File: src/rtl/adder_issue_arbiter.sv
`default_nettype none
// ============================================================================
// adder_issue_arbiter : round-robin sharing of one adder among issue requesters
// Rev 1.0
// ============================================================================

package adder_issue_pkg;
  typedef logic [31:0] DATA;

  typedef enum logic [1:0] {
    OPA_IS_RS1  = 2'd0,
    OPA_IS_NPC  = 2'd1,
    OPA_IS_PC   = 2'd2,
    OPA_IS_ZERO = 2'd3
  } ALU_OPA_SELECT;

  typedef enum logic [2:0] {
    OPB_IS_RS2   = 3'd0,
    OPB_IS_I_IMM = 3'd1,
    OPB_IS_S_IMM = 3'd2,
    OPB_IS_B_IMM = 3'd3,
    OPB_IS_U_IMM = 3'd4,
    OPB_IS_J_IMM = 3'd5
  } ALU_OPB_SELECT;

  typedef struct packed {
    DATA           inst;
    DATA           PC;
    DATA           NPC;
    DATA           rs1_value;
    DATA           rs2_value;
    ALU_OPA_SELECT opa_select;
    ALU_OPB_SELECT opb_select;
    logic [4:0]    dest_reg_idx;
    logic [5:0]    rob_idx;
  } ISSUE_PACKET;
endpackage

module basic_adder (
  input  logic [31:0] i_a,
  input  logic [31:0] i_b,
  output logic [31:0] o_sum
);
  assign o_sum = i_a + i_b;
endmodule

module adder_issue_arbiter
  import adder_issue_pkg::*;
#(
  parameter int NUM_REQ = 3,
  parameter int IDX_W   = $clog2(NUM_REQ)
) (
  input  logic               clock,
  input  logic               reset,
  input  logic               flush,
  input  logic [NUM_REQ-1:0] req_valid,
  input  ISSUE_PACKET        req_pack [NUM_REQ],
  output logic [NUM_REQ-1:0] req_ready,
  output logic               out_valid,
  output DATA                out_result,
  output logic [IDX_W-1:0]   out_src,
  output ISSUE_PACKET        out_pack,
  input  logic               out_ready
);

  localparam logic [IDX_W-1:0] c_LAST = IDX_W'(NUM_REQ - 1);
  localparam logic [IDX_W:0]   c_NUM  = (IDX_W + 1)'(NUM_REQ);

  logic [IDX_W-1:0] r_rr_ptr;
  logic             r_s1_valid;
  ISSUE_PACKET      r_s1_pack;
  logic [IDX_W-1:0] r_s1_src;
  logic             r_out_valid;
  DATA              r_out_result;
  logic [IDX_W-1:0] r_out_src;
  ISSUE_PACKET      r_out_pack;

  logic               w_s2_free, w_s1_adv, w_s1_free;
  logic [NUM_REQ-1:0] w_grant;
  logic [IDX_W-1:0]   w_gnt_idx;
  logic               w_gnt_any, w_found;
  logic [IDX_W:0]     w_cand;
  DATA                w_inst, w_opa, w_opb, w_sum;

  assign w_s2_free = !r_out_valid || out_ready;
  assign w_s1_adv  = r_s1_valid && w_s2_free;
  assign w_s1_free = !r_s1_valid || w_s2_free;

  // Scan from the pointer upward, wrapping modulo NUM_REQ; first valid wins.
  always_comb begin
    w_grant   = '0;
    w_gnt_idx = '0;
    w_found   = 1'b0;
    w_cand    = '0;
    for (int k = 0; k < NUM_REQ; k++) begin
      w_cand = {1'b0, r_rr_ptr} + (IDX_W + 1)'(k);
      if (w_cand >= c_NUM) w_cand = w_cand - c_NUM;
      if (!w_found && req_valid[w_cand[IDX_W-1:0]]) begin
        w_found   = 1'b1;
        w_gnt_idx = w_cand[IDX_W-1:0];
      end
    end
    if (w_found && w_s1_free && !flush && !reset) w_grant[w_gnt_idx] = 1'b1;
  end

  assign w_gnt_any = |w_grant;
  assign req_ready = w_grant;

  assign w_inst = r_s1_pack.inst;

  always_comb begin
    w_opa = r_s1_pack.rs1_value;
    case (r_s1_pack.opa_select)
      OPA_IS_RS1:  w_opa = r_s1_pack.rs1_value;
      OPA_IS_NPC:  w_opa = r_s1_pack.NPC;
      OPA_IS_PC:   w_opa = r_s1_pack.PC;
      OPA_IS_ZERO: w_opa = '0;
      default:     w_opa = r_s1_pack.rs1_value;
    endcase
  end

  // Immediates are decoded from the RISC-V instruction word.
  always_comb begin
    w_opb = '0;
    case (r_s1_pack.opb_select)
      OPB_IS_RS2:   w_opb = r_s1_pack.rs2_value;
      OPB_IS_I_IMM: w_opb = {{20{w_inst[31]}}, w_inst[31:20]};
      OPB_IS_S_IMM: w_opb = {{20{w_inst[31]}}, w_inst[31:25], w_inst[11:7]};
      OPB_IS_B_IMM: w_opb = {{19{w_inst[31]}}, w_inst[31], w_inst[7], w_inst[30:25], w_inst[11:8], 1'b0};
      OPB_IS_U_IMM: w_opb = {w_inst[31:12], 12'b0};
      OPB_IS_J_IMM: w_opb = {{11{w_inst[31]}}, w_inst[31], w_inst[19:12], w_inst[20], w_inst[30:21], 1'b0};
      default:      w_opb = '0;
    endcase
  end

  basic_adder u_adder (
    .i_a   (w_opa),
    .i_b   (w_opb),
    .o_sum (w_sum)
  );

  always_ff @(posedge clock or posedge reset) begin
    if (reset) begin
      r_rr_ptr     <= '0;
      r_s1_valid   <= 1'b0;
      r_s1_pack    <= '0;
      r_s1_src     <= '0;
      r_out_valid  <= 1'b0;
      r_out_result <= '0;
      r_out_src    <= '0;
      r_out_pack   <= '0;
    end else begin
      if (w_gnt_any) r_rr_ptr <= (w_gnt_idx == c_LAST) ? '0 : w_gnt_idx + IDX_W'(1);

      if (flush) begin
        r_s1_valid <= 1'b0;
      end else if (w_gnt_any) begin
        r_s1_valid <= 1'b1;
        r_s1_pack  <= req_pack[w_gnt_idx];
        r_s1_src   <= w_gnt_idx;
      end else if (w_s1_adv) begin
        r_s1_valid <= 1'b0;
      end

      // A consumer pop in the flush cycle simply completes; nothing refills S2.
      if (flush) begin
        r_out_valid <= 1'b0;
      end else if (w_s1_adv) begin
        r_out_valid  <= 1'b1;
        r_out_result <= w_sum;
        r_out_pack   <= r_s1_pack;
        r_out_src    <= r_s1_src;
      end else if (out_ready) begin
        r_out_valid <= 1'b0;
      end
    end
  end

  assign out_valid  = r_out_valid;
  assign out_result = r_out_result;
  assign out_src    = r_out_src;
  assign out_pack   = r_out_pack;

endmodule
`default_nettype wire

File: config.mk
export PLATFORM = sky130hd
export DESIGN_NAME = adder_issue_arbiter
export DESIGN_NICKNAME = d
export VERILOG_FILES = /design/src/rtl/adder_issue_arbiter.sv
export SDC_FILE = /design/constraint.sdc
export NUM_CORES = 1
export LEC_CHECK = 0
export BUFFER_PORTS_ARGS = -buffer_cell sky130_fd_sc_hd__buf_2
export CORE_AREA = 5 5 288 290
export DETAILED_ROUTE_END_ITERATION = 8
export DIE_AREA = 0 0 293 295
export HOLD_SLACK_MARGIN = 0.12
export PLACE_DENSITY_LB_ADDON = 0.05
export SYNTH_ARGS = -nofsm -noshare
export SYNTH_HDL_FRONTEND = slang
export SYNTH_SLANG_ARGS = --single-unit
File: constraint.sdc
create_clock -name clock -period 12 [get_ports clock]
set_clock_uncertainty 0.1 [all_clocks]
set_input_delay 0.6 -clock clock [delete_from_list [all_inputs] [get_ports clock]]
set_output_delay 0.6 -clock clock [all_outputs]
set_load 0.01 [all_outputs]
==> report_table.html <==
<table>
<tr><th>Metric</th><th>Value</th></tr>
<tr><th colspan="2">Drt</th></tr>
<tr><td>Wire length reported by the detailed router</td><td>92.91 mm</td></tr>
<tr><td>Via-to-Cell Ratio</td><td>4.760</td></tr>
<tr><td>Routed len/inst</td><td>about 23 um</td></tr>
<tr><td>Number of design-rule violations left by the first detailed-router iteration</td><td>1058</td></tr>
<tr><td>Post-route ant nets</td><td>0</td></tr>
<tr><td>Number of detailed-route iterations in the first pass</td><td>7</td></tr>
<tr><td>Vias post-DR</td><td>between 15000 and 20000</td></tr>
<tr><td>Number of remaining DRC errors</td><td>0</td></tr>
<tr><th colspan="2">Power</th></tr>
<tr><td>Worst vdd ir</td><td>~0.14 mV</td></tr>
<tr><td>Leak Pwr</td><td>13.05 nW</td></tr>
<tr><td>Total power per unit cell area</td><td>317.0 mW/mm^2</td></tr>
<tr><td>Final Power</td><td>8.227 mW</td></tr>
<tr><th colspan="2">Synthesis</th></tr>
<tr><td>Synth warnings</td><td>0</td></tr>
<tr><td>Main flop type after synthesis</td><td>sky130_fd_sc_hd__dfrtp_1</td></tr>
<tr><td>Top-area cell type share of the netlist area</td><td>49.72%</td></tr>
<tr><td>Share of flip-flops with an asynchronous set or reset after synthesis</td><td>between 90% and 100%</td></tr>
<tr><td>Number of instances in the synthesized netlist</td><td>2325</td></tr>
<tr><td>Top post-synthesis cells by area</td><td>sky130_fd_sc_hd__dfrtp_1 50%, sky130_fd_sc_hd__nand2_1 15%, sky130_fd_sc_hd__a22oi_1 7.0%, sky130_fd_sc_hd__a31oi_1 5.8%, sky130_fd_sc_hd__nor2_1 3.9%</td></tr>
<tr><td>Syn Nets</td><td>around 2900</td></tr>
<tr><td>Average instance area after synthesis</td><td>approximately 8.5 sq um</td></tr>
<tr><td>Synth area leader</td><td>sky130_fd_sc_hd__dfrtp_1</td></tr>
<tr><td>Cell types with the highest counts after synthesis</td><td>805 x sky130_fd_sc_hd__nand2_1, 392 x sky130_fd_sc_hd__dfrtp_1, 205 x sky130_fd_sc_hd__nor2_1, 185 x sky130_fd_sc_hd__a22oi_1, 182 x sky130_fd_sc_hd__a31oi_1</td></tr>
<tr><td>Cell variety after synth</td><td>61</td></tr>
<tr><td>Synth Register Bits</td><td>392</td></tr>
<tr><td>Fraction of the yosys area taken by sequential cells</td><td>49.72%</td></tr>
<tr><td>Syn Std Cell Area</td><td>0.01973 sq mm</td></tr>
<tr><td>Cell with the most instances after synthesis</td><td>sky130_fd_sc_hd__nand2_1</td></tr>
<tr><td>Number of enable-type register cells in the synthesized netlist</td><td>0</td></tr>
<tr><th colspan="2">Setup path</th></tr>
<tr><td>Critical path endpoint category</td><td>flop</td></tr>
<tr><td>Data required time of the worst path</td><td>12360 ps</td></tr>
<tr><td>Worst r2r dst</td><td>out_result[30]$_DFFE_PP0P_</td></tr>
<tr><td>Slack of the worst reg-to-reg path</td><td>approximately 7600 ps</td></tr>
<tr><td>R2R depth</td><td>13</td></tr>
<tr><td>Type of the worst setup path</td><td>flop to flop</td></tr>
<tr><td>Critical Path Source</td><td>r_s1_pack[15]$_DFFE_PP0P_</td></tr>
<tr><td>Reg2reg start</td><td>r_s1_pack[15]$_DFFE_PP0P_</td></tr>
<tr><td>Critical path peak fanout</td><td>66</td></tr>
<tr><td>Data arrival time of the critical path</td><td>4790 ps</td></tr>
<tr><td>Worst Setup Start Kind</td><td>flop</td></tr>
<tr><th colspan="2">Global route</th></tr>
<tr><td>Antenna violations before repair</td><td>11</td></tr>
<tr><td>Number of global-route vias before repair</td><td>19590</td></tr>
<tr><td>Congestion Overflow GR</td><td>0</td></tr>
<tr><td>Largest net degree at the start of global routing</td><td>205</td></tr>
<tr><td>First-pass GRT wire length</td><td>~130 mm</td></tr>
<tr><td>Total routing resource utilization after global routing</td><td>20.26%</td></tr>
<tr><th colspan="2">Layout</th></tr>
<tr><td>Final-stage net count</td><td>3541</td></tr>
<tr><td>Final Instance Area</td><td>roughly 0.026 sq mm</td></tr>
<tr><td>Fillers</td><td>about 8700</td></tr>
<tr><td>Core utilization of the finished layout</td><td>roughly 32%</td></tr>
<tr><td>Fraction of final layout cells with drive strength greater than 1</td><td>between 20% and 30%</td></tr>
<tr><td>Layout overhead on the synthesized area</td><td>31.52%</td></tr>
<tr><th colspan="2">Clock network</th></tr>
<tr><td>Worst-skew pair later-pin latency</td><td>580 ps</td></tr>
<tr><td>Root buf cell</td><td>sky130_fd_sc_hd__clkbuf_16</td></tr>
<tr><td>CTS Buf Count</td><td>50</td></tr>
<tr><td>Clock Sink Count</td><td>392</td></tr>
<tr><td>Clock transition time at the flip-flop clock pins of the worst setup and hold paths</td><td>60 ps</td></tr>
<tr><td>Total setup buffers inserted after CTS</td><td>0</td></tr>
<tr><td>Number of H-tree branching levels</td><td>2</td></tr>
<tr><td>CTS tree</td><td>done</td></tr>
<tr><td>Longest Clk Path Bufs</td><td>3</td></tr>
<tr><th colspan="2">Timing</th></tr>
<tr><td>Setup repair after global routing missed its margin</td><td>false</td></tr>
<tr><td>Relative slew slack</td><td>a little over a quarter</td></tr>
<tr><td>Final setup vio count</td><td>0</td></tr>
<tr><td>Fin. Hold Viols</td><td>0</td></tr>
<tr><td>Worst hold margin</td><td>around 110 ps</td></tr>
<tr><td>Transition time at the pin with the least slew margin</td><td>1102 ps</td></tr>
<tr><td>Minimum clock period after layout</td><td>4429 ps</td></tr>
<tr><td>Final number of max-transition violations</td><td>0</td></tr>
<tr><td>Setup_tns</td><td>0 ps</td></tr>
<tr><td>Max Clk Rate</td><td>225.8 MHz</td></tr>
<tr><td>Crit share post-route</td><td>36.90%</td></tr>
<tr><th colspan="2">Hold path</th></tr>
<tr><td>Class of the tightest hold or removal check</td><td>input pin to async pin</td></tr>
<tr><th colspan="2">Run</th></tr>
<tr><td>Total of max-cap violations</td><td>0</td></tr>
<tr><th colspan="2">Floorplanning</th></tr>
<tr><td>Die H</td><td>295 um</td></tr>
<tr><td>Die outline width</td><td>293 um</td></tr>
<tr><td>Count of pins on the block boundary</td><td>749</td></tr>
<tr><td>Total number of placement rows</td><td>roughly 100</td></tr>
<tr><td>Initial cell density of the core</td><td>24.65%</td></tr>
<tr><td>Placeable core region</td><td>0.08003 sq mm</td></tr>
<tr><td>Die area</td><td>0.08644 sq mm</td></tr>
<tr><th colspan="2">Place</th></tr>
<tr><td>Weighted congestion reported at the end of routability-driven placement</td><td>0.8296</td></tr>
<tr><td>Port bufs</td><td>748</td></tr>
<tr><td>Placement Cell Area</td><td>0.02428 sq mm</td></tr>
<tr><td>Detailed Place HPWL</td><td>69.98 mm</td></tr>
<tr><th colspan="2">Status</th></tr>
<tr><td>Run status</td><td>complete, no violations</td></tr>
</table>
power breakdown:
part	switching [mW]	internal, mW	total [mW]
Combinational	2.55	1.53	4.08
Sequential	0.710	1.96	2.67
Clock	0.610	0.870	1.48
sequential cells by signal (all words and copies together) (netlist names):
signal	cells
out_pack	176
r_s1_pack	144
out_result	32
w_inst	32
out_src	2
r_rr_ptr	2
r_s1_src	2
out_valid	1
r_s1_valid	1
cell type report:
class | count | area (sq um) | share of cell area (%)
Sequential cell | 392 | 9817 | 37.83
Clock inverter | 17 | 126.4 | 0.4870
Timing Repair Buffer | 772 | 3974 | 15.31
Antenna cell | 9 | 22.52 | 0.08679
Multi-Input combinational cell | 1739 | 9141 | 35.23
Clock buffer | 71 | 1471 | 5.670
Tap cell | 1060 | 1326 | 5.111
Inverter | 17 | 71.32 | 0.2748
logic make-up (layout without fill, tap and decap cells):
| family | after synthesis | in the layout | synth area share (%) |
|---|---|---|---|
| adder cells (fa/ha/maj) | 35 | 35 | 2.245 |
| AND/OR/NAND/NOR | 1054 | 1054 | 20.65 |
| multiplexers | 47 | 47 | 2.397 |
| other | 0 | 9 | 0 |
| flip-flops | 392 | 392 | 49.72 |
| XOR/XNOR | 30 | 30 | 1.332 |
| buffers and inverters | 194 | 877 | 4.097 |
| AO/OA/AOI/OAI | 573 | 573 | 19.56 |
critical path, cell delays in order (launching register included):
cell,delay (ps)
sky130_fd_sc_hd__dfrtp_4,1050
sky130_fd_sc_hd__mux2i_1,170
sky130_fd_sc_hd__o22ai_1,280
sky130_fd_sc_hd__ha_1,270
sky130_fd_sc_hd__inv_1,80
sky130_fd_sc_hd__fa_1,450
sky130_fd_sc_hd__nand2b_1,190
sky130_fd_sc_hd__a21oi_1,250
sky130_fd_sc_hd__o211ai_1,240
sky130_fd_sc_hd__a31oi_4,220
sky130_fd_sc_hd__a31oi_1,200
sky130_fd_sc_hd__o41ai_1,490
sky130_fd_sc_hd__mux2i_1,240
sky130_fd_sc_hd__nand3_1,80
stage by stage:
stage                     setup slack (ps)  std cells
after floorplan                      402.4       2325
after global routing                  7354       4075
after detailed placement              7613       3975
after CTS                             7600       4068
after global placement                7657       3975
final                                 7571       4077
what timing repair did:
| item | in CTS | in global routing |
|---|---|---|
| endpoints found under the hold margin | 5 | 0 |
| setup endpoints to repair | 0 | 0 |
| hold buffers | 5 | 0 |
| gates resized for setup | 0 | 0 |
placed cells by master (no fill, tap or decap), types with 4 or more instances in the layout:
cell type | synthesis | final
sky130_fd_sc_hd__nand2_1 | 805 | 805
sky130_fd_sc_hd__buf_2 | 39 | 748
sky130_fd_sc_hd__dfrtp_1 | 392 | 390
sky130_fd_sc_hd__nor2_1 | 205 | 205
sky130_fd_sc_hd__a22oi_1 | 185 | 185
sky130_fd_sc_hd__a31oi_1 | 182 | 182
sky130_fd_sc_hd__o21ai_0 | 67 | 67
sky130_fd_sc_hd__clkbuf_16 | 0 | 51
sky130_fd_sc_hd__mux2i_1 | 45 | 45
sky130_fd_sc_hd__ha_1 | 33 | 33
sky130_fd_sc_hd__a21oi_1 | 32 | 31
sky130_fd_sc_hd__o22ai_1 | 31 | 31
sky130_fd_sc_hd__a21o_1 | 23 | 23
sky130_fd_sc_hd__xnor2_1 | 17 | 17
sky130_fd_sc_hd__inv_1 | 17 | 16
sky130_fd_sc_hd__buf_4 | 0 | 16
sky130_fd_sc_hd__o21a_1 | 13 | 13
sky130_fd_sc_hd__xor2_1 | 13 | 13
sky130_fd_sc_hd__clkbuf_8 | 1 | 12
sky130_fd_sc_hd__clkinv_2 | 0 | 11
sky130_fd_sc_hd__diode_2 | 0 | 9
sky130_fd_sc_hd__nor3_1 | 9 | 9
sky130_fd_sc_hd__nor3b_1 | 9 | 8
sky130_fd_sc_hd__clkbuf_1 | 120 | 8
sky130_fd_sc_hd__nand3_1 | 7 | 7
sky130_fd_sc_hd__a22o_1 | 7 | 7
sky130_fd_sc_hd__dlygate4sd3_1 | 0 | 5
sky130_fd_sc_hd__o211ai_1 | 4 | 4
sky130_fd_sc_hd__o21ai_1 | 4 | 4
sky130_fd_sc_hd__nand4_1 | 4 | 4
per-layer routing:
| metal | vias to the layer above | share of wire, % | GRT usage (%) |
|---|---|---|---|
| li1 | 9334 | - | - |
| met1 | 9471 | 41 | 25.18 |
| met2 | 499 | 50 | 35.31 |
| met3 | 99 | 6.1 | 5.018 |
| met4 | 2 | 2.3 | 5.461 |
| met5 | - | 0.014 | 0 |
worst max path at each step:
stage,depth (start not counted),end
2_1_floorplan,1,out_pack[0]$_DFFE_PP0P_
3_3_place_gp,13,out_result[30]$_DFFE_PP0P_
3_5_place_dp,13,out_result[30]$_DFFE_PP0P_
4_1_cts,13,out_result[30]$_DFFE_PP0P_
5_1_grt,13,out_result[30]$_DFFE_PP0P_
6_report,13,out_result[30]$_DFFE_PP0P_
(Power assumes the default switching activity.)
